===== config.mk =====
export PLATFORM = sky130hd
export DESIGN_NAME = stream_demux_flat
export DESIGN_NICKNAME = d
export VERILOG_FILES = /design/src/rtl/stream_demux_if.sv /design/src/rtl/stream_demux.sv /design/src/flat_wrapper.sv
export SDC_FILE = /design/constraint.sdc
export NUM_CORES = 1
export LEC_CHECK = 0
export ABC_AREA = 1
export CORE_ASPECT_RATIO = 0.6
export CORE_UTILIZATION = 50
export DETAILED_ROUTE_END_ITERATION = 6
export GPL_TIMING_DRIVEN = 0
export PLACE_DENSITY = 0.91
export SETUP_SLACK_MARGIN = 0.5
export SLEW_MARGIN = 15
export SYNTH_ARGS = -nofsm -noshare
export SYNTH_HDL_FRONTEND = slang
export SYNTH_SLANG_ARGS = --single-unit
export TNS_END_PERCENT = 30

===== constraint.sdc =====
create_clock -name clk -period 5.35 [get_ports clk]
set_clock_uncertainty 0.2 [all_clocks]
set_input_delay 0.8025 -clock clk [delete_from_list [all_inputs] [get_ports clk]]
set_output_delay 0.8025 -clock clk [all_outputs]
set_load 0.05 [all_outputs]

===== src/rtl/stream_demux_if.sv =====
// Handshake bundle between one producer, the demux, and NUM_OUT consumers.
// The slave modport is the demux side; master is the producer/consumer side.
interface stream_demux_if #(
    parameter int WIDTH   = 8,
    parameter int NUM_OUT = 4,
    parameter int SEL_W   = 2
);
    logic                     in_valid;
    logic                     in_ready;
    logic [SEL_W-1:0]         in_sel;
    logic [WIDTH-1:0]         in_data;
    logic [NUM_OUT-1:0]       out_valid;
    logic [NUM_OUT-1:0]       out_ready;
    logic [NUM_OUT*WIDTH-1:0] out_data;
    logic                     sel_err;
    logic                     err_clr;
    logic [15:0]              xfer_cnt;

    modport slave (
        input  in_valid, in_sel, in_data, out_ready, err_clr,
        output in_ready, out_valid, out_data, sel_err, xfer_cnt
    );

    modport master (
        output in_valid, in_sel, in_data, out_ready, err_clr,
        input  in_ready, out_valid, out_data, sel_err, xfer_cnt
    );
endinterface


===== src/rtl/stream_demux.sv =====
// 1-to-NUM_OUT stream demultiplexer with a 1-deep holding register per channel,
// a sticky out-of-range select flag and a delivered-word counter.
module stream_demux #(
    parameter int WIDTH   = 8,
    parameter int NUM_OUT = 4,
    parameter int SEL_W   = 2
) (
    input  logic           clk,
    input  logic           rst,
    stream_demux_if.slave  bus
);
    typedef enum logic {EMPTY, FULL} state_t;

    state_t             state    [NUM_OUT];
    state_t             state_nx [NUM_OUT];
    logic [WIDTH-1:0]   data_q   [NUM_OUT];
    logic [NUM_OUT-1:0] load;
    logic [NUM_OUT-1:0] pop;
    logic               sel_ok;
    logic               blocked;
    logic               accept;
    logic               err_q;
    logic [15:0]        cnt_q;

    // An out-of-range select never matches a channel, so it is never blocked.
    always_comb begin
        sel_ok  = 1'b0;
        blocked = 1'b0;
        for (int i = 0; i < NUM_OUT; i++) begin
            if (bus.in_sel == SEL_W'(i)) begin
                sel_ok  = 1'b1;
                blocked = (state[i] == FULL) && !bus.out_ready[i];
            end
        end
    end

    assign bus.in_ready = !rst && !blocked;
    assign accept       = bus.in_valid && bus.in_ready;

    always_comb begin
        load = '0;
        pop  = '0;
        for (int i = 0; i < NUM_OUT; i++) begin
            load[i] = accept && (bus.in_sel == SEL_W'(i));
            pop[i]  = (state[i] == FULL) && bus.out_ready[i];
        end
    end

    always_ff @(posedge clk or posedge rst) begin
        if (rst) begin
            for (int i = 0; i < NUM_OUT; i++) state[i] <= EMPTY;
        end else begin
            for (int i = 0; i < NUM_OUT; i++) state[i] <= state_nx[i];
        end
    end

    // A load into a FULL channel only happens alongside its pop (in_ready
    // guarantees that), so FULL stays FULL with fresh data and no bubble.
    always_comb begin
        for (int i = 0; i < NUM_OUT; i++) begin
            state_nx[i] = state[i];
            case (state[i])
                EMPTY:   if (load[i]) state_nx[i] = FULL;
                FULL:    if (pop[i] && !load[i]) state_nx[i] = EMPTY;
                default: state_nx[i] = EMPTY;
            endcase
        end
    end

    always_comb begin
        bus.out_valid = '0;
        bus.out_data  = '0;
        for (int i = 0; i < NUM_OUT; i++) begin
            bus.out_valid[i]              = (state[i] == FULL);
            bus.out_data[i*WIDTH +: WIDTH] = data_q[i];
        end
    end

    always_ff @(posedge clk or posedge rst) begin
        if (rst) begin
            for (int i = 0; i < NUM_OUT; i++) data_q[i] <= '0;
        end else begin
            for (int i = 0; i < NUM_OUT; i++) begin
                if (load[i]) data_q[i] <= bus.in_data;
            end
        end
    end

    // A fresh out-of-range accept wins over a simultaneous clear.
    always_ff @(posedge clk or posedge rst) begin
        if (rst) begin
            err_q <= 1'b0;
            cnt_q <= '0;
        end else begin
            if (accept && !sel_ok) err_q <= 1'b1;
            else if (bus.err_clr)  err_q <= 1'b0;
            if (accept && sel_ok)  cnt_q <= cnt_q + 16'd1;
        end
    end

    assign bus.sel_err  = err_q;
    assign bus.xfer_cnt = cnt_q;
endmodule


===== src/flat_wrapper.sv =====
// flat-port wrapper written by rule: the top's interface ports become plain ports
module stream_demux_flat 
#(
    parameter int WIDTH   = 8,
    parameter int NUM_OUT = 4,
    parameter int SEL_W   = 2
)
  (clk, rst, bus_in_valid, bus_in_sel, bus_in_data, bus_out_ready, bus_err_clr, bus_in_ready, bus_out_valid, bus_out_data, bus_sel_err, bus_xfer_cnt);
  stream_demux_if #(.WIDTH(WIDTH), .NUM_OUT(NUM_OUT), .SEL_W(SEL_W)) bus_i ();
  input  logic clk;
  input  logic rst;
  input wire logic [$bits(bus_i.in_valid)-1:0] bus_in_valid;
  input wire logic [$bits(bus_i.in_sel)-1:0] bus_in_sel;
  input wire logic [$bits(bus_i.in_data)-1:0] bus_in_data;
  input wire logic [$bits(bus_i.out_ready)-1:0] bus_out_ready;
  input wire logic [$bits(bus_i.err_clr)-1:0] bus_err_clr;
  output wire logic [$bits(bus_i.in_ready)-1:0] bus_in_ready;
  output wire logic [$bits(bus_i.out_valid)-1:0] bus_out_valid;
  output wire logic [$bits(bus_i.out_data)-1:0] bus_out_data;
  output wire logic [$bits(bus_i.sel_err)-1:0] bus_sel_err;
  output wire logic [$bits(bus_i.xfer_cnt)-1:0] bus_xfer_cnt;
  assign bus_i.in_valid = bus_in_valid;
  assign bus_i.in_sel = bus_in_sel;
  assign bus_i.in_data = bus_in_data;
  assign bus_i.out_ready = bus_out_ready;
  assign bus_i.err_clr = bus_err_clr;
  assign bus_in_ready = bus_i.in_ready;
  assign bus_out_valid = bus_i.out_valid;
  assign bus_out_data = bus_i.out_data;
  assign bus_sel_err = bus_i.sel_err;
  assign bus_xfer_cnt = bus_i.xfer_cnt;
  stream_demux #(.WIDTH(WIDTH), .NUM_OUT(NUM_OUT), .SEL_W(SEL_W)) u_core (.clk(clk), .rst(rst), .bus(bus_i));
endmodule

==> results.md, run 1 <==
- Most frequent cells in the layout: 129 x nand2_1, 71 x clkdlybuf4s50_1, 53 x dfrtp_1, 34 x nand4_1, 18 x nor2_1
- Syn-to-layout area delta: 33.7%
- Worst Hold Class: register to register
- Relative slew slack: 65.4%
- HP Start: u_core.bus.out_data[9]
- Post-DRT Antenna Nets: 0
- Seq pwr share: 41.4%
- Critical Path Fanout Max: 36
- Vias post-DR: 2431
- Synth area leader: dfrtp_1
- Starting DRC count in detailed routing: 199
- Synth Instances: 310
- Main area contributors after synthesis: dfrtp_1 50%, nand2_1 18%, nand4_1 8.1%
- Reg clk slew, reported paths: 0.09 ns
- Syn Area/Cell: 8.49 µm²
- CTS root buf: clkbuf_8
- Critical path type: input port to primary output
- Fmax: 0.238 GHz
- First-pass GRT wire length: 10700 µm
- Clock Path Buffers: 2
- Multi-input logic area: 1170 µm²
- Flop2flop setup slack: 3.62 ns
- Gp weighted congestion: 0.887
- Clock share of power: 16.5%
- Gr usage total: 25.9%
- Comb pwr share: 42.1%
- Share of layout cells above drive strength 1: 10.3%
- Starting Density: 52.1%
- Pwr dens: 360 nW/µm²
- Fin Hold WS: 0.280 ns
- Yosys cell types: 26
- Net Switching: 0.000542 W
- Most common cell after layout, fill and taps aside: nand2_1
- Max_cap viols: 0
- Clock sinks: 53
- Die Width: 95.7 µm
- RSZ-0062 raised after global routing: false
- Slew at the pin closest to its max-slew limit: 0.517 ns
- Num rows: 20
- Hold Vio Cnt, Final: 0
- H-tree depth: 2
- Vias in the first global route: 2107
- Net Count, Synth: 329
- Switching share of total power: 42.8%
- Yosys reg bits: 53
- Mapped Area: 2630 µm²
- Dpl hpwl: 5160 µm
- Register area share after synthesis: 50.4%
- Hold endpoint: u_core.bus.out_data[9]
- Post-synth top area share: 50.4%
- Inserted Clock Buffers: 5
- Drt drc: 0
- Req. time, crit path: 4.35 ns
- Fill cells: 404
- Synth Warn #: 0
- Tmin final: 4.20 ns
- CP startpoint kind: input port
- # resized after CTS: 0
- Hold Path Cell Cnt: 2
- Post-CTS Setup Bufs: 0
- RR Endpoint: u_core.bus.xfer_cnt[14]
- Reg2reg start: u_core.bus.xfer_cnt[0]
- Leak: 1.72 nW
- WL/cell: 14.6 µm
- Drt first pass iters: 4
- Register area: 1330 µm²
- # hold bufs at CTS: 0
- CTS tree: built
- Via density: 5.35
- Clk_lat worst skew: 0.30 ns
- Worst r2r path cells: 8
- Antenna violations before repair: 0
- Setup TNS: 0 ns
- Worst setup EP type: primary output
- Fin nets: 408
- Status: finished, final reports clean
- Critical Path AT: 3.19 ns
- Die Y: 58.2 µm
- Routed WL: 6650 µm
- Final worst-path cycle share: 78.4%
- Port bufs: 71
- Die area: 5570 µm²
- Top Ports: 72
- Largest net degree at the start of global routing: 37
- Max Slew Vio Count: 0
- Final setup viols: 0
- Worst VDD drop: 0.000265 V
- Number of diodes: 0
- Core area: 5050 µm²
- GRT overflow: 0
- Internal Dissipation: 0.000726 W
==> critical path, stage by stage <==
cell,delay (ns)
clkdlybuf4s50_1,0.41
inv_2,0.32
buf_12,0.28
o21ai_4,0.12
nor2_4,0.21
buf_4,0.21
clkdlybuf4s50_1,0.82
==> per-stage QoR <==
step | setup slack [ns] | power [W] | cell area, µm² | std cells | util (%)
final | 1.15 | 0.00127 | 3520 | 454 | 69.6
after global routing | 0.971 | 0.00133 | 3520 | 454 | 69.6
after CTS | 1.10 | 0.00127 | 3520 | 454 | 69.6
after detailed placement | 1.11 | 0.00106 | 3440 | 448 | 68.1
after global placement | 0.0187 | 0.00105 | 3420 | 447 | 67.7
after floorplan | 1.69 | 0.000871 | 2630 | 310 | -
==> metal layers <==
metal	up-vias	global-route usage, %	wire length [µm]
li1	1162	-	-
met4	0	6.18	46
met5	-	0	0
met3	4	5.12	504
met1	1186	40.1	3240
met2	79	37.4	2860
==> synthesized netlist by cell type <==
| master | n |
|---|---|
| nand3_4 | 1 |
| o21ai_4 | 1 |
| nand2_1 | 129 |
| buf_1 | 1 |
| inv_1 | 16 |
| buf_2 | 1 |
| buf_4 | 4 |
| nor2_1 | 18 |
| o21ai_1 | 3 |
| inv_2 | 1 |
| nor3_4 | 1 |
| nor2_2 | 1 |
| nor2_4 | 4 |
| xnor2_1 | 8 |
| xor2_1 | 3 |
| nand4_2 | 4 |
| nand2_4 | 1 |
| nand2_2 | 12 |
| ha_1 | 1 |
| nand4_1 | 34 |
| o21ai_0 | 1 |
| clkbuf_1 | 2 |
| nand3_1 | 8 |
| dfrtp_1 | 53 |
| clkinv_1 | 1 |
| buf_12 | 1 |
==> worst max path at each step <==
| stage | startpoint | endpoint |
|---|---|---|
| after floorplan | rst | bus_in_ready |
| after detailed placement | rst | bus_in_ready |
| after global routing | rst | bus_in_ready |
| final | rst | bus_in_ready |
| after global placement | rst | bus_in_ready |
| after CTS | rst | bus_in_ready |
==> registers in the layout (all words and copies together) (netlist names) <==
| register | count |
|---|---|
| u_core.bus.out_valid | 4 |
| u_core.bus.out_data | 32 |
| u_core.bus.xfer_cnt | 16 |
| u_core.bus.sel_err | 1 |
==> layout make-up <==
cell class	count	area share, %
Inverter	18	1.92
Timing Repair Buffer	72	20.8
Multi-Input combinational cell	230	33.3
Clock inverter	1	0.142
Buffer	9	1.88
Clock buffer	5	1.96
Tap cell	66	2.35
Sequential cell	53	37.7
==> cell families (layout without fill, tap and decap cells) <==
group | after synthesis | after routing | share of synthesized area (%)
AOI/OAI and AO/OA | 5 | 5 | 1.38
DFF | 53 | 53 | 50.4
buffers and inverters | 27 | 105 | 5.09
and+or+nand+nor | 213 | 213 | 39.0
adders and majority gates | 1 | 1 | 0.475
xor gates and xnor gates | 11 | 11 | 3.66
==> power groups by stage <==
stage	Combinational (W)	Clock [W]	Sequential (W)
global route	0.000562	0.000231	0.000533
CTS	0.000536	0.000212	0.000524
global placement	0.000523	0	0.000528
finish	0.000533	0.000210	0.000525
floorplan	0.000110	0	0.000760
detailed placement	0.000534	0	0.000531
(Power assumes the default switching activity.)
==> run 2, diff against run 1 <==
CORE_UTILIZATION = 43   (was 50)
PLACE_DENSITY = 0.83   (was 0.91)
clock period = 3.55 ns   (was 5.35 ns; I/O delays follow)
==> results.md, run 2 (synthesized netlist as in run 1, its figures left out) <==
- Gp weighted congestion: 0.834 (-6.0%)
- Slew at the pin closest to its max-slew limit: 0.669 ns (+0.152 ns)
- Crit-path cells: clkdlybuf4s50_1 -> clkinvlp_4 -> buf_12 -> o21ai_4 -> nor2_4 -> buf_4 -> buf_2
- Max_cap viols: 0 (unchanged)
- Hold Path Cell Cnt: 2 (unchanged)
- GRT overflow: 0 (unchanged)
- Worst path slowest cell: clkdlybuf4s50_1
- Via density: 5.14 (-4.1%)
- Routed WL: 7090 µm (+6.6%)
- HP Start: u_core.bus.out_data[3]
- Critical Path Fanout Max: 28 (-22%)
- Met1 wire length: 3640 µm (+13%)
- Leak: 1.71 nW (-0.15%)
- CTS root buf: clkbuf_8
- Drt first pass iters: 5 (+1)
- Port bufs: 71 (unchanged)
- Syn-to-layout area delta: 35.5%
- H-tree depth: 2 (unchanged)
- Die area: 6450 µm² (+16%)
- Final worst-path cycle share: 82.4%
- Max Slew Vio Count: 0 (unchanged)
- First-pass GRT wire length: 11500 µm (+7.1%)
- Largest net degree at the start of global routing: 29 (-22%)
- Number of diodes: 0 (unchanged)
- Drt drc: 0 (unchanged)
- Reg clk slew, reported paths: 0.11 ns (+0.02 ns)
- Hold endpoint: u_core.bus.out_data[3]
- Post-DP Area: 3470 µm² (+0.62%)
- Clk_lat worst skew: 0.32 ns (+0.02 ns)
- Most frequent cells in the layout: 129 x nand2_1, 70 x clkdlybuf4s50_1, 53 x dfrtp_1, 34 x nand4_1, 18 x nor2_1
- Status: finished, final reports clean
- Gr usage total: 23.6% (-2.4 points)
- Starting Density: 45.9% (-6.1 points)
- Worst VDD drop: 0.000347 V (+31%)
- Pwr dens: 547 nW/µm² (+52%)
- Fmax: 0.342 GHz
- Fin nets: 410 (+0.49%)
- Most common cell after layout, fill and taps aside: nand2_1
- Die Y: 62.6 µm (+7.6%)
- RSZ-0062 raised after global routing: false
- Critical path type: input port to primary output
- Relative slew slack: 55.2% (-10 points)
- Flop2flop setup slack: 1.84 ns (-1.78 ns)
- Met2 wire len: 2880 µm (+0.42%)
- Share of layout cells above drive strength 1: 11.5% (+1.2 points)
- Core area: 5730 µm² (+13%)
- CTS tree: built
- CP startpoint kind: input port
- Cell area after layout: 3560 µm² (+1.3%)
- Fill cells: 525 (+30%)
- Dpl hpwl: 5280 µm (+2.2%)
- Req. time, crit path: 2.82 ns (-1.53 ns)
- Vias post-DR: 2425 (-0.25%)
- WL/cell: 15.0 µm (+2.5%)
- Post-DRT Antenna Nets: 0 (unchanged)
- Antenna violations before repair: 0 (unchanged)
- Setup TNS: 0 ns (unchanged)
- Uppermost layer routed: met4
- Tmin final: 2.93 ns
- Reg2reg start: u_core.bus.xfer_cnt[0]
- Final setup viols: 0 (unchanged)
- Critical Path AT: 2.19 ns (-1.00 ns)
- Worst setup EP type: primary output
- Worst r2r path cells: 8 (unchanged)
- Slowest cell delay on critical path: 0.50 ns (-0.32 ns)
- Vias in the first global route: 2222 (+5.5%)
- Number of flip-flops in the largest register: 32 (unchanged)
- Top Ports: 72 (unchanged)
- Clock sinks: 53 (unchanged)
- RR Endpoint: u_core.bus.xfer_cnt[14]
- Clock Path Buffers: 2 (unchanged)
- # hold bufs at CTS: 0 (unchanged)
- WL met3: 489 µm (-3.0%)
- Inserted Clock Buffers: 5 (unchanged)
- Worst Hold Class: register to register
- Layout Utilization: 62.2% (-7.4 points)
- Hold Vio Cnt, Final: 0 (unchanged)
- Num rows: 21 (+5.0%)
- Starting DRC count in detailed routing: 179 (-10%)
- Die Width: 103 µm (+7.7%)
-- run 2: stage by stage --
step	hold WS (ns)	worst slack (ns)	cells	power, W
3_5_place_dp	0.259	-0.336	462	0.00160
4_1_cts	0.281	0.600	472	0.00195
3_3_place_gp	0.256	-0.714	461	0.00159
5_1_grt	0.299	0.528	472	0.00204
2_1_floorplan	0.399	0.917	310	0.00131
6_report	0.281	0.623	472	0.00195
-- run 2: routing by layer --
metal,vias up,global-route usage (%)
li1,1174,-
met1,1143,37.0
met2,98,31.8
met3,10,6.04
met4,0,5.81
met5,-,0
-- run 2: how the worst max path moves through the flow --
| stage | start | endpoint | slack, ns | cells after the start |
|---|---|---|---|---|
| global route | rst | bus_in_ready | 0.53 | 7 |
| detailed placement | rst | bus_in_ready | -0.34 | 7 |
| CTS | rst | bus_in_ready | 0.60 | 7 |
| finish | rst | bus_in_ready | 0.62 | 7 |
| floorplan | rst | bus_in_ready | 0.92 | 4 |
| global placement | rst | bus_in_ready | -0.71 | 6 |
-- run 2: report_power, final --
group | switching, W | total [W] | internal (W)
Sequential | 0.0000875 | 0.000791 | 0.000703
Clock | 0.000213 | 0.000352 | 0.000139
Combinational | 0.000545 | 0.000805 | 0.000260
Total | 0.000846 | 0.00195 | 0.00110
-- run 2: critical path, delay by kind of cell --
family                 cells  cell delay (ns)
AO/OA/AOI/OAI              1             0.11
buffers and inverters      5             1.34
AND/OR/NAND/NOR            1             0.21
-- run 2: layout make-up --
cell class	count	area, µm²	share of cell area (%)
flip-flops and latches	53	1330	37.2
well taps	80	100	2.81
repair inverters	1	5.00	0.140
inverters	18	71.3	2.00
clock inverters	3	22.5	0.632
repair buffers	73	733	20.6
plain buffers	9	66.3	1.86
multi-input cells	230	1170	32.9
clock buffers	5	68.8	1.93
-- run 2: what timing repair did --
action | 4_1_cts | 5_1_grt
endpoints found under the hold margin | 0 | 0
resized for setup | 5 | 0
buffers inserted | 1 | 0
setup endpoints to repair | 1 | 0
